### src/rtl/sdram_arb_pkg.sv
// Shared types for the multi-port SDRAM arbiter: FSM state encoding and the
// sizing helper for the read-beat counter.
package sdram_arb_pkg;

  typedef enum logic [1:0] {
    StIdle,
    StIssue,
    StData
  } arb_state_e;

  function automatic int unsigned beat_cnt_w(int unsigned burst_len);
    return $clog2(burst_len + 1);
  endfunction

endpackage

### src/rtl/rr_priority_picker.sv
// Combinational winner selection: lowest-index high-priority requester first,
// otherwise the first round-robin requester at or after the pointer.
module rr_priority_picker #(
  parameter int unsigned NumPorts = 4,
  parameter int unsigned PtrW     = 2
) (
  input  logic [NumPorts-1:0] req_i,
  input  logic [NumPorts-1:0] hipri_mask_i,
  input  logic [PtrW-1:0]     ptr_i,
  output logic [NumPorts-1:0] winner_o,
  output logic                valid_o
);

  logic [NumPorts-1:0]   hi_req;
  logic [NumPorts-1:0]   lo_req;
  logic [NumPorts-1:0]   hi_win;
  logic [NumPorts-1:0]   rot_req;
  logic [NumPorts-1:0]   rot_win;
  logic [NumPorts-1:0]   lo_win;
  logic [2*NumPorts-1:0] lo_dbl;
  logic [2*NumPorts-1:0] win_dbl;

  assign hi_req = req_i & hipri_mask_i;
  assign lo_req = req_i & ~hipri_mask_i;

  // Isolate lowest set bit.
  assign hi_win = hi_req & (~hi_req + 1'b1);

  // Rotate so the pointer lands on bit 0, pick lowest, rotate back.
  assign lo_dbl  = {lo_req, lo_req};
  assign rot_req = NumPorts'(lo_dbl >> ptr_i);
  assign rot_win = rot_req & (~rot_req + 1'b1);
  assign win_dbl = {rot_win, rot_win};
  assign lo_win  = NumPorts'((win_dbl << ptr_i) >> NumPorts);

  assign winner_o = (|hi_req) ? hi_win : lo_win;
  assign valid_o  = |req_i;

endmodule

### src/rtl/sdram_multiport_arbiter.sv
// N-port arbiter in front of a single-request SDRAM controller; one
// transaction in flight, fixed priority for HIPRI ports, round-robin otherwise.
module sdram_multiport_arbiter
  import sdram_arb_pkg::*;
#(
  parameter int unsigned          NUM_PORTS  = 4,
  parameter int unsigned          ADDR_W     = 24,
  parameter int unsigned          DATA_W     = 16,
  parameter int unsigned          BURST_LEN  = 4,
  parameter logic [NUM_PORTS-1:0] BURST_MASK = NUM_PORTS'(4'b0010),
  parameter logic [NUM_PORTS-1:0] HIPRI_MASK = NUM_PORTS'(4'b0010)
) (
  input  logic                                clk_i,
  input  logic                                rst_n_i,
  input  logic [NUM_PORTS-1:0]                port_rd_i,
  input  logic [NUM_PORTS-1:0]                port_wr_i,
  input  logic [NUM_PORTS-1:0][ADDR_W-1:0]    port_addr_i,
  input  logic [NUM_PORTS-1:0][DATA_W-1:0]    port_wdata_i,
  input  logic [NUM_PORTS-1:0][1:0]           port_wmask_i,
  output logic [NUM_PORTS-1:0]                port_ack_o,
  output logic [NUM_PORTS-1:0]                port_rdy_o,
  output logic [DATA_W-1:0]                   port_rdata_o,
  output logic                                sdram_rd_o,
  output logic                                sdram_wr_o,
  output logic [ADDR_W-1:0]                   sdram_addr_o,
  output logic [DATA_W-1:0]                   sdram_wdata_o,
  output logic [1:0]                          sdram_wmask_o,
  output logic                                sdram_burst_o,
  input  logic                                sdram_ack_i,
  input  logic                                sdram_rdy_i,
  input  logic [DATA_W-1:0]                   sdram_rdata_i,
  output logic [NUM_PORTS-1:0]                grant_o
);

  localparam int unsigned PtrW = $clog2(NUM_PORTS);
  localparam int unsigned CntW = beat_cnt_w(BURST_LEN);

  arb_state_e             state_q, state_d;
  logic [NUM_PORTS-1:0]   grant_q, grant_d;
  logic [ADDR_W-1:0]      addr_q, addr_d;
  logic [DATA_W-1:0]      wdata_q, wdata_d;
  logic [1:0]             wmask_q, wmask_d;
  logic                   rd_q, rd_d;
  logic                   burst_q, burst_d;
  logic [CntW-1:0]        cnt_q, cnt_d;
  logic [PtrW-1:0]        ptr_q, ptr_d;

  logic [NUM_PORTS-1:0]   winner;
  logic                   win_valid;
  logic [ADDR_W-1:0]      sel_addr;
  logic [DATA_W-1:0]      sel_wdata;
  logic [1:0]             sel_wmask;
  logic                   sel_rd;
  logic [PtrW-1:0]        sel_idx;
  logic [PtrW-1:0]        ptr_after;
  logic [CntW-1:0]        beats_left;

  rr_priority_picker #(
    .NumPorts (NUM_PORTS),
    .PtrW     (PtrW)
  ) u_picker (
    .req_i        (port_rd_i | port_wr_i),
    .hipri_mask_i (HIPRI_MASK),
    .ptr_i        (ptr_q),
    .winner_o     (winner),
    .valid_o      (win_valid)
  );

  // rd and wr together resolves to a read.
  always_comb begin
    sel_addr  = '0;
    sel_wdata = '0;
    sel_wmask = '0;
    sel_rd    = 1'b0;
    sel_idx   = '0;
    for (int p = 0; p < NUM_PORTS; p++) begin
      if (winner[p]) begin
        sel_addr  = port_addr_i[p];
        sel_wdata = port_wdata_i[p];
        sel_wmask = port_wmask_i[p];
        sel_rd    = port_rd_i[p];
        sel_idx   = PtrW'(p);
      end
    end
  end

  assign ptr_after  = (sel_idx == PtrW'(NUM_PORTS - 1)) ? '0 : sel_idx + 1'b1;
  // A beat arriving together with the ack is already the first beat.
  assign beats_left = (burst_q ? CntW'(BURST_LEN) : CntW'(1)) - CntW'(sdram_rdy_i);

  always_ff @(posedge clk_i) begin
    if (!rst_n_i) begin
      state_q <= StIdle;
      grant_q <= '0;
      addr_q  <= '0;
      wdata_q <= '0;
      wmask_q <= '0;
      rd_q    <= 1'b0;
      burst_q <= 1'b0;
      cnt_q   <= '0;
      ptr_q   <= '0;
    end else begin
      state_q <= state_d;
      grant_q <= grant_d;
      addr_q  <= addr_d;
      wdata_q <= wdata_d;
      wmask_q <= wmask_d;
      rd_q    <= rd_d;
      burst_q <= burst_d;
      cnt_q   <= cnt_d;
      ptr_q   <= ptr_d;
    end
  end

  always_comb begin
    state_d = state_q;
    grant_d = grant_q;
    addr_d  = addr_q;
    wdata_d = wdata_q;
    wmask_d = wmask_q;
    rd_d    = rd_q;
    burst_d = burst_q;
    cnt_d   = cnt_q;
    ptr_d   = ptr_q;
    unique case (state_q)
      StIdle: begin
        if (win_valid) begin
          state_d = StIssue;
          grant_d = winner;
          addr_d  = sel_addr;
          wdata_d = sel_wdata;
          wmask_d = sel_wmask;
          rd_d    = sel_rd;
          burst_d = sel_rd & (|(winner & BURST_MASK));
          // High-priority grants leave the round-robin pointer alone.
          if (!(|(winner & HIPRI_MASK))) begin
            ptr_d = ptr_after;
          end
        end
      end
      StIssue: begin
        if (sdram_ack_i) begin
          cnt_d = beats_left;
          if (!rd_q || beats_left == '0) begin
            state_d = StIdle;
            grant_d = '0;
          end else begin
            state_d = StData;
          end
        end
      end
      StData: begin
        if (sdram_rdy_i) begin
          cnt_d = cnt_q - 1'b1;
          if (cnt_q == CntW'(1)) begin
            state_d = StIdle;
            grant_d = '0;
          end
        end
      end
      default: state_d = StIdle;
    endcase
  end

  always_comb begin
    sdram_rd_o = 1'b0;
    sdram_wr_o = 1'b0;
    port_ack_o = '0;
    port_rdy_o = '0;
    unique case (state_q)
      StIssue: begin
        sdram_rd_o = rd_q;
        sdram_wr_o = !rd_q;
        if (sdram_ack_i) begin
          port_ack_o = grant_q;
          if (rd_q && sdram_rdy_i) begin
            port_rdy_o = grant_q;
          end
        end
      end
      StData: begin
        if (sdram_rdy_i) begin
          port_rdy_o = grant_q;
        end
      end
      default: ;
    endcase
  end

  assign sdram_addr_o  = addr_q;
  assign sdram_wdata_o = wdata_q;
  assign sdram_wmask_o = wmask_q;
  assign sdram_burst_o = burst_q;
  assign grant_o       = grant_q;
  assign port_rdata_o  = sdram_rdata_i;

endmodule

### config.mk
export PLATFORM = sky130hd
export DESIGN_NAME = sdram_multiport_arbiter
export DESIGN_NICKNAME = d
export VERILOG_FILES = /design/src/rtl/sdram_arb_pkg.sv /design/src/rtl/rr_priority_picker.sv /design/src/rtl/sdram_multiport_arbiter.sv
export SDC_FILE = /design/constraint.sdc
export NUM_CORES = 1
export LEC_CHECK = 0
export CAP_MARGIN = 40
export CORE_UTILIZATION = 28
export CTS_CLUSTER_SIZE = 14
export DETAILED_ROUTE_END_ITERATION = 8
export PLACE_DENSITY_LB_ADDON = 0.2
export SLEW_MARGIN = 10
export SYNTH_ARGS = -nofsm -noshare
export SYNTH_HDL_FRONTEND = slang
export SYNTH_SLANG_ARGS = --single-unit
### constraint.sdc
create_clock -name clk_i -period 6.2 [get_ports clk_i]
set_clock_uncertainty 0.2 [all_clocks]
set_input_delay 1.55 -clock clk_i [delete_from_list [all_inputs] [get_ports clk_i]]
set_output_delay 1.55 -clock clk_i [all_outputs]
set_load 0.03 [all_outputs]
* After elaboration in Yosys (flattened, before gate mapping)
Cells that the tools add are included.
Storage, ports and cells: register bits after elaboration 55, output and inout bits 73, input bits 196
Operators by class: add/sub/neg operators 5, equal/unequal tests 9, reductions and logical operators 13, bitwise operators 7, shift-type cells 2, multiplexer cells 45
Operator list (number):
- $mux W24 | 4
- $mux W16 | 4
- $mux W4 | 11
- $mux W2 | 12
- $pmux W4 S3 | 1
- $mux W3 | 3
- $add A4 B1 Y4 const B | 2
- $ne A2 B2 Y1 const B | 4
- $pmux W4 S2 | 1
- $shl A8 B2 Y8 | 1
- $shr A8 B2 Y4 | 1
- $mux W1 | 7
- $pmux W2 S3 | 1
- $pmux W3 S2 | 1
- $reduce_and A3 Y1 | 2
- $reduce_and A6 Y1 | 1
- $and A2 B4 Y4 | 1
- $and A4 B4 Y4 | 1
- $eq A2 B2 Y1 const B | 2
- $not A2 Y4 | 1
- $not A4 Y4 | 1
- $or A4 B4 Y4 | 1
- $reduce_and A4 Y1 | 1
- $reduce_or A4 Y1 | 1
- 16 further kinds | 16

* Logic depth before layout (Yosys ltp)
word-level depth 12, depth in mapped cells 9, mapped depth without buffers 7

* Cells and area by module
From an unflattened synthesis, not the netlist that was laid out.
Unflattened totals: cell total of the unflattened synthesis 483, area, all modules 3727.3 um^2
Modules (own cells, without submodules):
- sdram_multiport_arbiter | cells an instance 446, sequential area each 1101.1 um^2, area an instance 3507.1 um^2, instances 1
- rr_priority_picker | cells an instance 37, sequential area each 0.0 um^2, area an instance 220.2 um^2, instances 1

* Worst setup path after synthesis
OpenSTA, ideal clock, no wires.
kind input to output, start point input port sdram_ack_i, end point output port port_rdy_o[0], cell stages on the path 3, path buffers 0, required time 4.450 ns, slack 2.352 ns, arrival time 2.098 ns, cell sequence nand2_1 a21oi_1 and2_1
On the way: word-level cells in the longest chain between the ends 2
RTL lines:
- start, declared | RTL line sdram_multiport_arbiter.sv:29 | input logic sdram_ack_i,
- $mux W4 | RTL line sdram_multiport_arbiter.sv:174 | if (sdram_ack_i) begin
- $pmux W4 S2 | RTL line sdram_multiport_arbiter.sv:170 | unique case (state_q)
- end, declared | RTL line sdram_multiport_arbiter.sv:21 | output logic [NUM_PORTS-1:0] port_rdy_o,
Every way passes these cells.

* Final worst setup path
start point input port sdram_ack_i, end point output port port_rdy_o[3]
The elaborated chain is that of the path after synthesis.

==> impl_metrics.toml <==
[route]
post_drt_wl_per_cell_um = 18.2
drt_wl_total_um = 13700
dr.pass1.iters = 4
drcViolationCount = 0
drt-vias-per-instance = 5.18
drt_iter0_drc = 186
vias = 3894
ant_nets = 0

[synth]
netlist_area_um2 = 3680
synth-edff-count = 0
synth_cells = 379
synth_top_cells_by_area = "dfxtp_1, a221oi_2, o221ai_1, a21oi_2, nand2_1"
synth_seq_cells = 55
yosys.area.top_type = "dfxtp_1"
synth_fp_nets = 583
synth_cell_type_count = 44
synthArstFlopShare_pct = 0
syn_avg_cell_area_um2 = 9.70
ys_seq_area_share_pct = 30.0
ys_warn_count = 0
synth_top_area_share_pct = 30.0
synthFlopType = "dfxtp_1"

[worst_hold_path]
min_path_cells = 2
hold_path.class = "reg2reg"
hold_path_startpoint = "grant_o[2]$_SDFFE_PN0P_"
min_to = "grant_o[2]$_SDFFE_PN0P_"

[clocking]
cts_buffers = 5
cts-root-buf = "clkbuf_16"
cts.sinks = 55
cts_setup_buffers = 0
postCtsResizedCells = 0
cts-hold-fix-buffers = 0
htree_levels = 2
clk_path_buf_depth = 2
clk_latency_ns = 0.30
cts_tree = "done"
clk_pin_slew_worst_paths_ns = 0.06

[power_and_ir_drop]
p_leak_nw = 2.03
ir_worst_vdd_uv = 115
p_total_w = 0.00124
pwr_density_cell_nw_per_um2 = 202

[timing]
fmax_mhz = 200
timing.slew.headroom_pct = 41.1
setup_tns_ns = 0
fin_crit_ns = 4.99
finalMaxSlewViolations = 0
fin_crit_sh_pct = 80.5
fin_ws_ns = 1.21
grt_setup_unrepaired = "false"
setup_viol = 0
worstMarginPinSlew_ns = 0.883
hold_violations = 0

[finish]
n_antenna_cell = 0
fillers = 1244
finalInstanceArea_um2 = 6130
drive_gt1_share_pct = 17.8
num-nets-final = 783
final_cell_mix = "clkdlybuf4s50_1, nand2_1, dfxtp_1, o221ai_1, a221oi_2"
final_common_cell = "clkdlybuf4s50_1"
syn_to_final_growth_pct = 66.8

[die]
io-pin-count = 269
start_util_pct = 28.9
dieHeight_um = 117
dieWidth_um = 117
core.rowCount = 41
dieArea_um2 = 13600
coreArea_um2 = 12700

[placed_design]
dp_hpwl_um = 9750
numPortBuffers = 236
pre_cts_slack_ns = 1.19
dpl_cell_area_um2 = 5990
place.gp.congestion = 0.768

[global_routing]
track_usage_pct = 19.1
antenna_found_initial = 0
overflow = 0
grt_pass1_vias = 3905
grt_pass1_wl_um = 19700
grt_max_degree = 57

[critical_path]
cp_data_arrival_time_ns = 3.24
r2r_slack_ns = 3.61
r2r_start = "ptr_q[0]$_SDFFE_PN0P_"
criticalPathCategory = "in2out"
cp-start-kind = "primary input"
critical_path_required_ns = 4.45
crit_path_end_kind = "output pin"
r2r_end = "sdram_wdata_o[3]$_SDFFE_PN0P_"
worstPathMaxFanout = 6
reg2regPathDepth = 6

[outcome]
status = "finished clean"

[flow_run]
maxCapViolations = 0
==> layout make-up <==
class | count | area (um2) | area share, %
Timing Repair Buffer | 244 | 2440 | 39.8
Multi-Input combinational cell | 265 | 2210 | 36.0
Clock buffer | 7 | 133 | 2.16
Inverter | 8 | 30.0 | 0.490
Tap cell | 172 | 215 | 3.51
Clock inverter | 1 | 5.00 | 0.0816
Sequential cell | 55 | 1100 | 18.0
==> critical path, cell delays in order <==
cell	delay, ns
clkdlybuf4s50_1	0.55
nand2_1	0.07
a21oi_1	0.24
and2_1	0.16
clkdlybuf4s50_1	0.68
==> stage by stage <==
| step | cells | hold WS, ns | util [%] |
|---|---|---|---|
| 3_5_place_dp | 744 | 0.302 | 47.1 |
| 4_1_cts | 752 | 0.311 | 48.2 |
| 6_report | 752 | 0.302 | 48.2 |
| 3_3_place_gp | 743 | 0.287 | 47.0 |
| 2_1_floorplan | 379 | 0.272 | - |
| 5_1_grt | 752 | 0.355 | 48.2 |
==> registers in the layout, summed over array words and instances, names as in the netlist <==
register       flops
sdram_wdata_o     16
grant_o            4
rd_q               1
sdram_addr_o      24
state_q            2
sdram_burst_o      1
sdram_wmask_o      2
ptr_q              2
cnt_q              3
==> worst max-delay path by stage <==
stage | from | to | slack, ns | depth (start not counted)
finish | sdram_ack_i | port_rdy_o[3] | 1.21 | 5
global route | sdram_ack_i | port_rdy_o[0] | 1.08 | 5
CTS | sdram_ack_i | port_rdy_o[0] | 1.20 | 5
global placement | sdram_rdy_i | port_rdy_o[1] | 1.24 | 5
detailed placement | sdram_ack_i | port_rdy_o[0] | 1.19 | 5
floorplan | sdram_ack_i | port_rdy_o[0] | 2.35 | 3
==> report_power, final <==
part           total [W]  switching, W  internal (W)
logic           0.000530      0.000266      0.000263
registers       0.000422     0.0000248      0.000397
clock network   0.000285      0.000135      0.000150
==> synth_stat cells, types with 2 or more instances <==
cell / instances
nand2_1: 58
dfxtp_1: 55
o221ai_1: 43
a221oi_2: 40
a21oi_2: 39
buf_4: 18
clkbuf_1: 12
buf_2: 10
nor2b_1: 9
a21oi_1: 8
buf_6: 8
ha_1: 8
inv_1: 8
mux2i_1: 7
nor2_1: 6
and2_1: 5
and3_1: 5
clkbuf_8: 3
o21ai_0: 3
a221oi_1: 2
a22oi_1: 2
a31oi_1: 2
nand3_1: 2
nor2_2: 2
nor3b_1: 2
nor4b_1: 2
o2bb2ai_1: 2
or2_2: 2
==> cell families (layout without fill, tap and decap cells) <==
family	Yosys count	after routing	share of synthesized area, %
muxes	7	7	1.91
adders and majority gates	8	8	2.72
DFF	55	55	30.0
and+or+nand+nor	101	101	13.3
buffers and inverters	59	260	10.7
xor gates and xnor gates	1	1	0.238
AOI/OAI and AO/OA	148	148	41.2
==> routing by layer <==
metal  track usage [%]  vias up  wire length (um)
met1              19.5     1881              5000
met2              37.0      150              7450
met5                 0        -                 0
met4              5.49        0               155
li1                  -     1849                 -
met3              5.97       14              1050
(Power assumes the default switching activity.)
